File: config.mk
export PLATFORM = sky130hd
export DESIGN_NAME = mul_issue_ctrl_flat
export DESIGN_NICKNAME = d
export VERILOG_FILES = /design/src/rtl/mul_pkg.sv /design/src/rtl/mul_issue_ctrl_if.sv /design/src/rtl/mul_watchdog.sv /design/src/rtl/mul_issue_ctrl.sv /design/src/flat_wrapper.sv
export SDC_FILE = /design/constraint.sdc
export NUM_CORES = 1
export LEC_CHECK = 0
export CAP_MARGIN = 20
export CORE_MARGIN = 4
export CORE_UTILIZATION = 38
export CTS_CLUSTER_SIZE = 10
export DETAILED_ROUTE_END_ITERATION = 10
export PLACE_DENSITY_LB_ADDON = 0.12
export SETUP_SLACK_MARGIN = 0.05
export SLEW_MARGIN = 10
export SYNTH_ARGS = -nofsm -noshare
export SYNTH_HDL_FRONTEND = slang
export SYNTH_SLANG_ARGS = --single-unit
File: constraint.sdc
create_clock -name clk -period 2.76 [get_ports clk]
set_input_delay 0.828 -clock clk [delete_from_list [all_inputs] [get_ports clk]]
set_output_delay 0.828 -clock clk [all_outputs]
set_load 0.02 [all_outputs]
File: src/rtl/mul_pkg.sv
// mul_pkg: shared state encoding, flag bit positions and default widths of the multiply issue stage.
package mul_pkg;
    localparam int DW_DEF    = 16;
    localparam int TAG_W_DEF = 4;
    localparam int FZ = 3;
    localparam int FN = 2;
    localparam int FC = 1;
    localparam int FV = 0;

    typedef enum logic [1:0] {
        IDLE  = 2'd0,
        START = 2'd1,
        WAIT  = 2'd2,
        HOLD  = 2'd3
    } state_t;

    function automatic logic [3:0] pack_flags(input logic z, input logic n, input logic c, input logic v);
        logic [3:0] f;
        f     = '0;
        f[FZ] = z;
        f[FN] = n;
        f[FC] = c;
        f[FV] = v;
        return f;
    endfunction
endpackage

File: src/rtl/mul_issue_ctrl_if.sv
// mul_issue_ctrl_if: op request, multiplier and writeback signals of the multiply issue stage.
interface mul_issue_ctrl_if
    import mul_pkg::*;
#(
    parameter int DW    = DW_DEF,
    parameter int TAG_W = TAG_W_DEF
);
    logic             in_valid;
    logic             in_ready;
    logic [DW-1:0]    in_a;
    logic [DW-1:0]    in_b;
    logic [TAG_W-1:0] in_tag;
    logic             mul_start;
    logic [DW-1:0]    mul_a;
    logic [DW-1:0]    mul_b;
    logic [DW-1:0]    mul_lo;
    logic [DW-1:0]    mul_hi;
    logic             mul_done;
    logic             mul_z;
    logic             mul_n;
    logic             out_valid;
    logic             out_ready;
    logic [DW-1:0]    out_lo;
    logic [DW-1:0]    out_hi;
    logic [TAG_W-1:0] out_tag;
    logic [3:0]       out_flags;
    logic             out_err;

    modport slave (
        input  in_valid, in_a, in_b, in_tag, mul_lo, mul_hi, mul_done, mul_z, mul_n, out_ready,
        output in_ready, mul_start, mul_a, mul_b, out_valid, out_lo, out_hi, out_tag, out_flags, out_err
    );

    modport master (
        output in_valid, in_a, in_b, in_tag, mul_lo, mul_hi, mul_done, mul_z, mul_n, out_ready,
        input  in_ready, mul_start, mul_a, mul_b, out_valid, out_lo, out_hi, out_tag, out_flags, out_err
    );
endinterface

File: src/rtl/mul_watchdog.sv
// mul_watchdog: counts enabled cycles since the last clear and flags when TIMEOUT_CYC-1 is reached.
module mul_watchdog #(
    parameter int TIMEOUT_CYC = 64
) (
    input  logic clk,
    input  logic rst,
    input  logic clr,
    input  logic en,
    output logic expired
);
    localparam int CW = $clog2(TIMEOUT_CYC);

    logic [CW-1:0] cnt;

    assign expired = cnt == CW'(TIMEOUT_CYC - 1);

    always_ff @(posedge clk or posedge rst)
        if (rst)
            cnt <= '0;
        else if (clr)
            cnt <= '0;
        else if (en && !expired)
            cnt <= cnt + CW'(1);
endmodule

File: src/rtl/mul_issue_ctrl.sv
// mul_issue_ctrl: issue/collect stage around a signed DWxDW multiplier; holds operands through the run
// and returns the product with {Z,N,C,V} flags, or a zero result with out_err when the watchdog fires.
module mul_issue_ctrl
    import mul_pkg::*;
#(
    parameter int DW          = DW_DEF,
    parameter int TAG_W       = TAG_W_DEF,
    parameter int TIMEOUT_CYC = 64
) (
    input logic             clk,
    input logic             rst,
    mul_issue_ctrl_if.slave bus
);
    state_t           state, state_n;
    logic             done_q, cap, expired, accept;
    logic [DW-1:0]    a_q, b_q, lo_q, hi_q;
    logic [TAG_W-1:0] tag_q;
    logic [3:0]       flags_q;
    logic             err_q;

    assign accept = (state == IDLE) && bus.in_valid;
    // only a fresh done edge counts, so a level left over from the previous op is ignored
    assign cap    = (state == WAIT) && bus.mul_done && !done_q;

    mul_watchdog #(.TIMEOUT_CYC(TIMEOUT_CYC)) u_wd (
        .clk     (clk),
        .rst     (rst),
        .clr     (state == START),
        .en      (state == WAIT),
        .expired (expired)
    );

    always_ff @(posedge clk or posedge rst)
        if (rst)
            state <= IDLE;
        else
            state <= state_n;

    always_comb begin
        state_n       = state;
        bus.in_ready  = 1'b0;
        bus.mul_start = 1'b0;
        bus.out_valid = 1'b0;
        case (state)
            IDLE: begin
                bus.in_ready = 1'b1;
                if (bus.in_valid) state_n = START;
            end
            START: begin
                bus.mul_start = 1'b1;
                state_n       = WAIT;
            end
            WAIT: if (cap || expired) state_n = HOLD;
            HOLD: begin
                bus.out_valid = 1'b1;
                if (bus.out_ready) state_n = IDLE;
            end
            default: state_n = IDLE;
        endcase
    end

    always_ff @(posedge clk or posedge rst)
        if (rst) begin
            done_q  <= 1'b0;
            a_q     <= '0;
            b_q     <= '0;
            tag_q   <= '0;
            lo_q    <= '0;
            hi_q    <= '0;
            flags_q <= '0;
            err_q   <= 1'b0;
        end else begin
            done_q <= bus.mul_done;
            if (accept) begin
                a_q   <= bus.in_a;
                b_q   <= bus.in_b;
                tag_q <= bus.in_tag;
            end
            // capture has priority over a timeout landing on the same cycle
            if (cap) begin
                lo_q    <= bus.mul_lo;
                hi_q    <= bus.mul_hi;
                flags_q <= pack_flags(bus.mul_z, bus.mul_n, 1'b0, bus.mul_hi != {DW{bus.mul_lo[DW-1]}});
                err_q   <= 1'b0;
            end else if (state == WAIT && expired) begin
                lo_q    <= '0;
                hi_q    <= '0;
                flags_q <= '0;
                err_q   <= 1'b1;
            end
        end

    assign bus.mul_a     = a_q;
    assign bus.mul_b     = b_q;
    assign bus.out_lo    = lo_q;
    assign bus.out_hi    = hi_q;
    assign bus.out_tag   = tag_q;
    assign bus.out_flags = flags_q;
    assign bus.out_err   = err_q;
endmodule

File: src/flat_wrapper.sv
// flat-port wrapper written by rule: the top's interface ports become plain ports
module mul_issue_ctrl_flat import mul_pkg::*;
#(
    parameter int DW          = DW_DEF,
    parameter int TAG_W       = TAG_W_DEF,
    parameter int TIMEOUT_CYC = 64
)
  (clk, rst, bus_in_valid, bus_in_a, bus_in_b, bus_in_tag, bus_mul_lo, bus_mul_hi, bus_mul_done, bus_mul_z, bus_mul_n, bus_out_ready, bus_in_ready, bus_mul_start, bus_mul_a, bus_mul_b, bus_out_valid, bus_out_lo, bus_out_hi, bus_out_tag, bus_out_flags, bus_out_err);
  mul_issue_ctrl_if #(.DW(DW), .TAG_W(TAG_W)) bus_i ();
  input logic clk;
  input logic rst;
  input wire logic [$bits(bus_i.in_valid)-1:0] bus_in_valid;
  input wire logic [$bits(bus_i.in_a)-1:0] bus_in_a;
  input wire logic [$bits(bus_i.in_b)-1:0] bus_in_b;
  input wire logic [$bits(bus_i.in_tag)-1:0] bus_in_tag;
  input wire logic [$bits(bus_i.mul_lo)-1:0] bus_mul_lo;
  input wire logic [$bits(bus_i.mul_hi)-1:0] bus_mul_hi;
  input wire logic [$bits(bus_i.mul_done)-1:0] bus_mul_done;
  input wire logic [$bits(bus_i.mul_z)-1:0] bus_mul_z;
  input wire logic [$bits(bus_i.mul_n)-1:0] bus_mul_n;
  input wire logic [$bits(bus_i.out_ready)-1:0] bus_out_ready;
  output wire logic [$bits(bus_i.in_ready)-1:0] bus_in_ready;
  output wire logic [$bits(bus_i.mul_start)-1:0] bus_mul_start;
  output wire logic [$bits(bus_i.mul_a)-1:0] bus_mul_a;
  output wire logic [$bits(bus_i.mul_b)-1:0] bus_mul_b;
  output wire logic [$bits(bus_i.out_valid)-1:0] bus_out_valid;
  output wire logic [$bits(bus_i.out_lo)-1:0] bus_out_lo;
  output wire logic [$bits(bus_i.out_hi)-1:0] bus_out_hi;
  output wire logic [$bits(bus_i.out_tag)-1:0] bus_out_tag;
  output wire logic [$bits(bus_i.out_flags)-1:0] bus_out_flags;
  output wire logic [$bits(bus_i.out_err)-1:0] bus_out_err;
  assign bus_i.in_valid = bus_in_valid;
  assign bus_i.in_a = bus_in_a;
  assign bus_i.in_b = bus_in_b;
  assign bus_i.in_tag = bus_in_tag;
  assign bus_i.mul_lo = bus_mul_lo;
  assign bus_i.mul_hi = bus_mul_hi;
  assign bus_i.mul_done = bus_mul_done;
  assign bus_i.mul_z = bus_mul_z;
  assign bus_i.mul_n = bus_mul_n;
  assign bus_i.out_ready = bus_out_ready;
  assign bus_in_ready = bus_i.in_ready;
  assign bus_mul_start = bus_i.mul_start;
  assign bus_mul_a = bus_i.mul_a;
  assign bus_mul_b = bus_i.mul_b;
  assign bus_out_valid = bus_i.out_valid;
  assign bus_out_lo = bus_i.out_lo;
  assign bus_out_hi = bus_i.out_hi;
  assign bus_out_tag = bus_i.out_tag;
  assign bus_out_flags = bus_i.out_flags;
  assign bus_out_err = bus_i.out_err;
  mul_issue_ctrl #(.DW(DW), .TAG_W(TAG_W), .TIMEOUT_CYC(TIMEOUT_CYC)) u_core (.clk(clk), .rst(rst), .bus(bus_i));
endmodule
# Word level (Yosys, flattened, before mapping)
# Cells that the tools add are included.
# totals
register_bits,82
latchBits,0
mem_bits_rw,0
mem_bits_ro,0
in_bits,75
out_inout_bits,76
wordCells,47
n_memories,0
# classes
n_addsub,1
mul,0
div_mod_pow,0
magnitude_cmp,0
eq_ne,8
n_shift,0
n_mux,16
n_bitwise,0
n_reduce_logical,12
# op_table
op,count
$mux W16,3
$ne A16 B16 Y1,1
$mux W6,2
$mux W4,2
$pmux W2 S4,1
$add A6 B1 Y6 const B,1
$eq A6 B6 Y1 const B,1
$mux W2,3
$logic_and A1 B1 Y1,5
$mux W1,5
$eq A2 B2 Y1 const B,2
$ne A2 B2 Y1 const B,2
$reduce_bool A2 Y1,2
$reduce_and A3 Y1,1
$eq A2 B1 Y1 const B,1
$logic_not A1 Y1,2
$logic_not A2 Y1,1
$ne A2 B1 Y1 const B,1
$logic_or A1 B1 Y1,1

# Depth between registers and ports, before layout
# depth
ltp_word,6
depth_mapped,8

# Modules after synthesis
# A second synthesis with hierarchy kept.
# hier_totals
hier_cells,231
area_unflattened_um2,3241.9
# by_module_without_submodules
mod,instances,cells_each,area_per_inst_um2,seq_area_each_um2
mul_issue_ctrl,1,194,2872.8,1876.8
mul_watchdog,1,37,369.1,150.1

# Worst setup path before layout
# Ideal clock, no wire load.
# synth_timing
kind,in2reg
startpoint,input port bus_mul_lo[15]
endpoint,register u_core.flags_q[0] (netlist: u_core.bus.out_flags[0])
setup_ns,0.131
arrival_ns,1.607
slack_ns,1.022
path_stages,4
n_path_buf,0
path_cell_list,nor4_1 -> a21oi_1 -> nor4b_1 -> o22ai_2
# synth_via
elab_chain_cells,2
# synth_lines
element,line_no,text
"start, declared",flat_wrapper.sv:16,input wire logic [$bits(bus_i.mul_lo)-1:0] bus_mul_lo;
$ne A16 B16 Y1,mul_issue_ctrl.sv:83,"flags_q <= pack_flags(bus.mul_z, bus.mul_n, 1'b0, bus.mul_hi != {DW{bus.mul_lo[DW-1]}});"
$mux W4,mul_issue_ctrl.sv:80,if (cap) begin
"end signal, assigned",mul_issue_ctrl.sv:83,
"end, declared",mul_issue_ctrl.sv:18,logic [3:0] flags_q;
# No other way between the ends.
# A chain may end at the register's enable or synchronous reset.

# Worst setup path after layout
# layout_timing
startpoint,register u_core.state[0]
endpoint,output port bus_in_ready
# layout_via
elab_chain_cells,2
# layout_lines
element,line_no,text
"start, declared",mul_issue_ctrl.sv:14,"state_t state, state_n;"
"start signal, assigned",mul_issue_ctrl.sv:37,state <= state_n;
$logic_not A2 Y1,mul_issue_ctrl.sv:44,case (state)
$mux W1,mul_issue_ctrl.sv:44,
"end, declared",flat_wrapper.sv:22,output wire logic [$bits(bus_i.in_ready)-1:0] bus_in_ready;
# No other way between the ends.

==> impl_results.md <==
- Status: finished, final reports clean
- Cell types with the largest area share after synthesis: sky130_fd_sc_hd__dfrtp_1 59%, sky130_fd_sc_hd__mux2_2 12%, sky130_fd_sc_hd__nand2_1 7.9%, sky130_fd_sc_hd__o21ai_0 5.3%, sky130_fd_sc_hd__ha_1 2.2%
- Final net count: 529
- Number of antenna violations at the first check in global routing: 0
- Number of register bits inferred by synthesis: 81
- Die area: between 10000 and 15000 um^2
- P_sw: 2.12 mW
- Share of total power in combinational logic: just under 50%
- Count of max-cap constraint violations: 0
- Post-Synthesis Mean Instance Area: between 10 and 15 um^2
- Power density over the cells: 1120 nW/um^2
- Area share of the leading cell type in the synthesized netlist: about three fifths
- Accumulated negative setup slack: 0 ns
- Layout cells sized above 1: 15.0%
- DRC violations left: 0
- Leftover overflow at the end of global routing: 0
- Setup repair after global routing missed its margin: no
- Power, Total: 5.87 mW
- Classification of the worst setup path: reg -> out
- Antenna Diode Count: 0
- Data required time of the worst path: 1.93 ns
- CTS clk-pin slew, worst paths: 0.08 ns
- Hold WC Path Type: reg -> reg
- Clock latency on the worst-skew pair: about 0.35 ns
- Final non-filler cell area: ~5300 um^2
- Detailed placement HPWL: 6280 um
- Net Sw Frac: between 30 and 40%
- Crit path buffers/inverters: 2
- Placement Cell Area: 5030 um^2
- Floorplan die width: roughly 100 um
- Total count of max-transition violations in the final report: 0
- Critical path capture point type: primary output
- Final weighted congestion in routability-driven placement: about 0.75
- Number of vias after detailed routing: 2681
- Number of levels the H-tree was split into: 3
- DRT iter0 DRCs: 83
- Number of instances in the synthesized netlist: 295
- Root Buffer: sky130_fd_sc_hd__clkbuf_8
- Height of the chip: ~100 um
- Buffers added on ports: between 100 and 150
- CTS tree: yes
- Internal portion of total power: 3.76 mW
- Placed instance count: 545
- Post-synthesis instance area: 3410 um^2
- Final standard cell count with taps included and fillers excluded: 561
- Post-detailed-route wirelength per cell: 15.3 um
- Number of buffers on the longest clock path: 2
- Highest-delay cell along the critical path: sky130_fd_sc_hd__clkdlybuf4s50_1
- Number of core rows: 34
- IO Pins: 151
- Min Tclk post-route: 2.57 ns
- Post-DRT Antenna Nets: 0
- Total routing resource utilization after global routing: 16.0%
- Post-route clock skew: 0.00652 ns
- Register area share after synthesis: 59.4%
- Final number of setup-violating endpoints: 0
- Cells along the critical path: inv_1 > ha_1 > clkdlybuf4s50_1
- Kind of launch point of the worst setup path: register
- Cts bufs inserted: 9
- Core box area: roughly 8700 um^2
- Static leakage: about 2.2 nW
- Post-synthesis cell type with the largest combined area: sky130_fd_sc_hd__dfrtp_1
- Clock network fraction of design power: 16.8%
- Final worst-path cycle share: 93.0%
- Critical path's largest stage delay: ~0.62 ns
- Pin count of the biggest net entering global routing: 46
- IR drop worst, VDD: 0.603 mV
- Global-route wire length before repair: 12900 um
- Final-layout fill cell count: between 700 and 800
- DRT Wirelength: between 8000 and 9000 um
- CP max FO: 4
- F_max: 389 MHz
- Arrival time of data at the critical path endpoint: 1.74 ns
- Family with the most delay on the worst path: buffers and inverters
- Total iterations of the first detailed-routing run: 4
- Net count after synthesis: between 300 and 400
- Post-detailed-route via-to-cell ratio: 4.78
- Starting utilization of the core area: between 30 and 40%
- Number of hold-repair buffers added at the cts stage: 0
- Synthesis-to-finish area growth: 54.1%
- Warnings from Yosys: 0
- Final number of hold-violating endpoints: 0
- Sequential share of power: 34.2%
- TritonCTS Sinks: 81
- Count of unique library cells instantiated by Yosys: 36
- Number of global-route vias before repair: 2672
-- worst min-delay path, stage by stage, from the launching register on --
cell and delay [ns]:
sky130_fd_sc_hd__dfrtp_1 0.35, sky130_fd_sc_hd__nor2_1 0.05, sky130_fd_sc_hd__nor2_1 0.07
-- sequential cells by signal, summed over array words and instances, names as in the netlist --
signal	flops
u_core.bus.mul_a	16
u_core.bus.mul_b	16
u_core.bus.out_err	1
u_core.bus.out_flags	3
u_core.bus.out_hi	16
u_core.bus.out_lo	16
u_core.bus.out_tag	4
u_core.done_q	1
u_core.state	2
u_core.u_wd.cnt	6
-- stage by stage --
stage | hold slack (ns) | setup WS (ns) | utilization (%)
after floorplan | 0.532 | 1.01 | -
after global placement | 0.486 | 0.441 | 57.7
after detailed placement | 0.492 | 0.364 | 57.7
after CTS | 0.510 | 0.174 | 60.3
after global routing | 0.520 | 0.0839 | 60.3
final | 0.505 | 0.192 | 60.3
-- layout by cell type, fill, tap and decap left out, types with 5 or more instances in the layout --
master and count:
sky130_fd_sc_hd__ha_1 6, sky130_fd_sc_hd__clkdlybuf4s50_1 148, sky130_fd_sc_hd__nand2_1 72, sky130_fd_sc_hd__inv_1 5, sky130_fd_sc_hd__mux2_2 36, sky130_fd_sc_hd__dfrtp_1 81, sky130_fd_sc_hd__o21ai_0 36, sky130_fd_sc_hd__nor2_1 7
sky130_fd_sc_hd__clkbuf_8 11
-- repair_timing --
| item | 4_1_cts | 5_1_grt |
|---|---|---|
| resized for setup | 1 | 0 |
| endpoints found under the setup margin | 1 | 0 |
| buffers inserted | 0 | 0 |
-- cells by family after synthesis --
family / count (synthesis) / share of synthesized area, %
other: 1 / 0.110
AOI/OAI and AO/OA: 48 / 8.32
xor gates and xnor gates: 2 / 0.513
DFF: 81 / 59.4
and+or+nand+nor: 98 / 13.0
muxes: 39 / 12.9
buffers and inverters: 20 / 3.59
adders and majority gates: 6 / 2.20
-- Yosys cell counts (all sizes together) --
master / number
dfrtp: 81
nand2: 73
mux2: 37
o21ai: 37
buf: 12
nor2: 8
ha: 6
inv: 6
a21oi: 4
nand4: 4
nor4: 4
clkbuf: 2
mux2i: 2
nand3: 2
o31ai: 2
xor2: 2
and3: 1
conb: 1
nand2b: 1
nor3: 1
nor4b: 1
o211ai: 1
o21a: 1
o221ai: 1
o22ai: 1
o31a: 1
or2: 1
or3: 1
or4: 1
-- layout make-up --
| class | count | area, um^2 | share of cell area [%] |
|---|---|---|---|
| Inverter | 6 | 26.3 | 0.499 |
| Timing Repair Buffer | 156 | 1580 | 30.0 |
| Clock buffer | 12 | 155 | 2.95 |
| Sequential cell | 81 | 2030 | 38.5 |
| Clock inverter | 4 | 73.8 | 1.40 |
| Tap cell | 108 | 135 | 2.57 |
| Multi-Input combinational cell | 194 | 1260 | 24.0 |
-- layer usage --
| layer | GRT usage (%) | part of all wire, % | vias up |
|---|---|---|---|
| li1 | - | - | 1308 |
| met1 | 19.5 | 41 | 1280 |
| met2 | 26.2 | 50 | 77 |
| met4 | 8.67 | 2.7 | 0 |
| met5 | 0 | 0 | - |
| met3 | 3.79 | 6.1 | 16 |
-- power groups by stage --
| stage | combinational [mW] | clock (mW) | sequential [mW] |
|---|---|---|---|
| 3_3_place_gp | 2.88 | 0 | 2.01 |
| 6_report | 2.88 | 0.984 | 2.01 |
| 5_1_grt | 3.08 | 1.06 | 2.08 |
| 4_1_cts | 2.92 | 1.02 | 2.02 |
| 2_1_floorplan | 0.869 | 0 | 2.66 |
| 3_5_place_dp | 2.92 | 0 | 2.04 |
-- final timing paths --
| path | slack [ns] | cells after the start | from | to |
|---|---|---|---|---|
| setup reg to reg | 0.94 | 7 | u_core.state[0] | u_core.bus.out_lo[9] |
| hold reg to reg | 0.51 | 2 | u_core.bus.out_err | u_core.bus.out_err |
| setup / recovery | 0.19 | 3 | u_core.state[0] | bus_in_ready |
| max in group asynchronous | 1.62 | 3 | rst | u_core.bus.mul_a[7] |
| hold / removal | 0.51 | 2 | u_core.bus.out_err | u_core.bus.out_err |
| min in group asynchronous | 0.89 | 3 | rst | u_core.u_wd.cnt[2] |
Note: power is estimated with default switching activity, not from simulation.
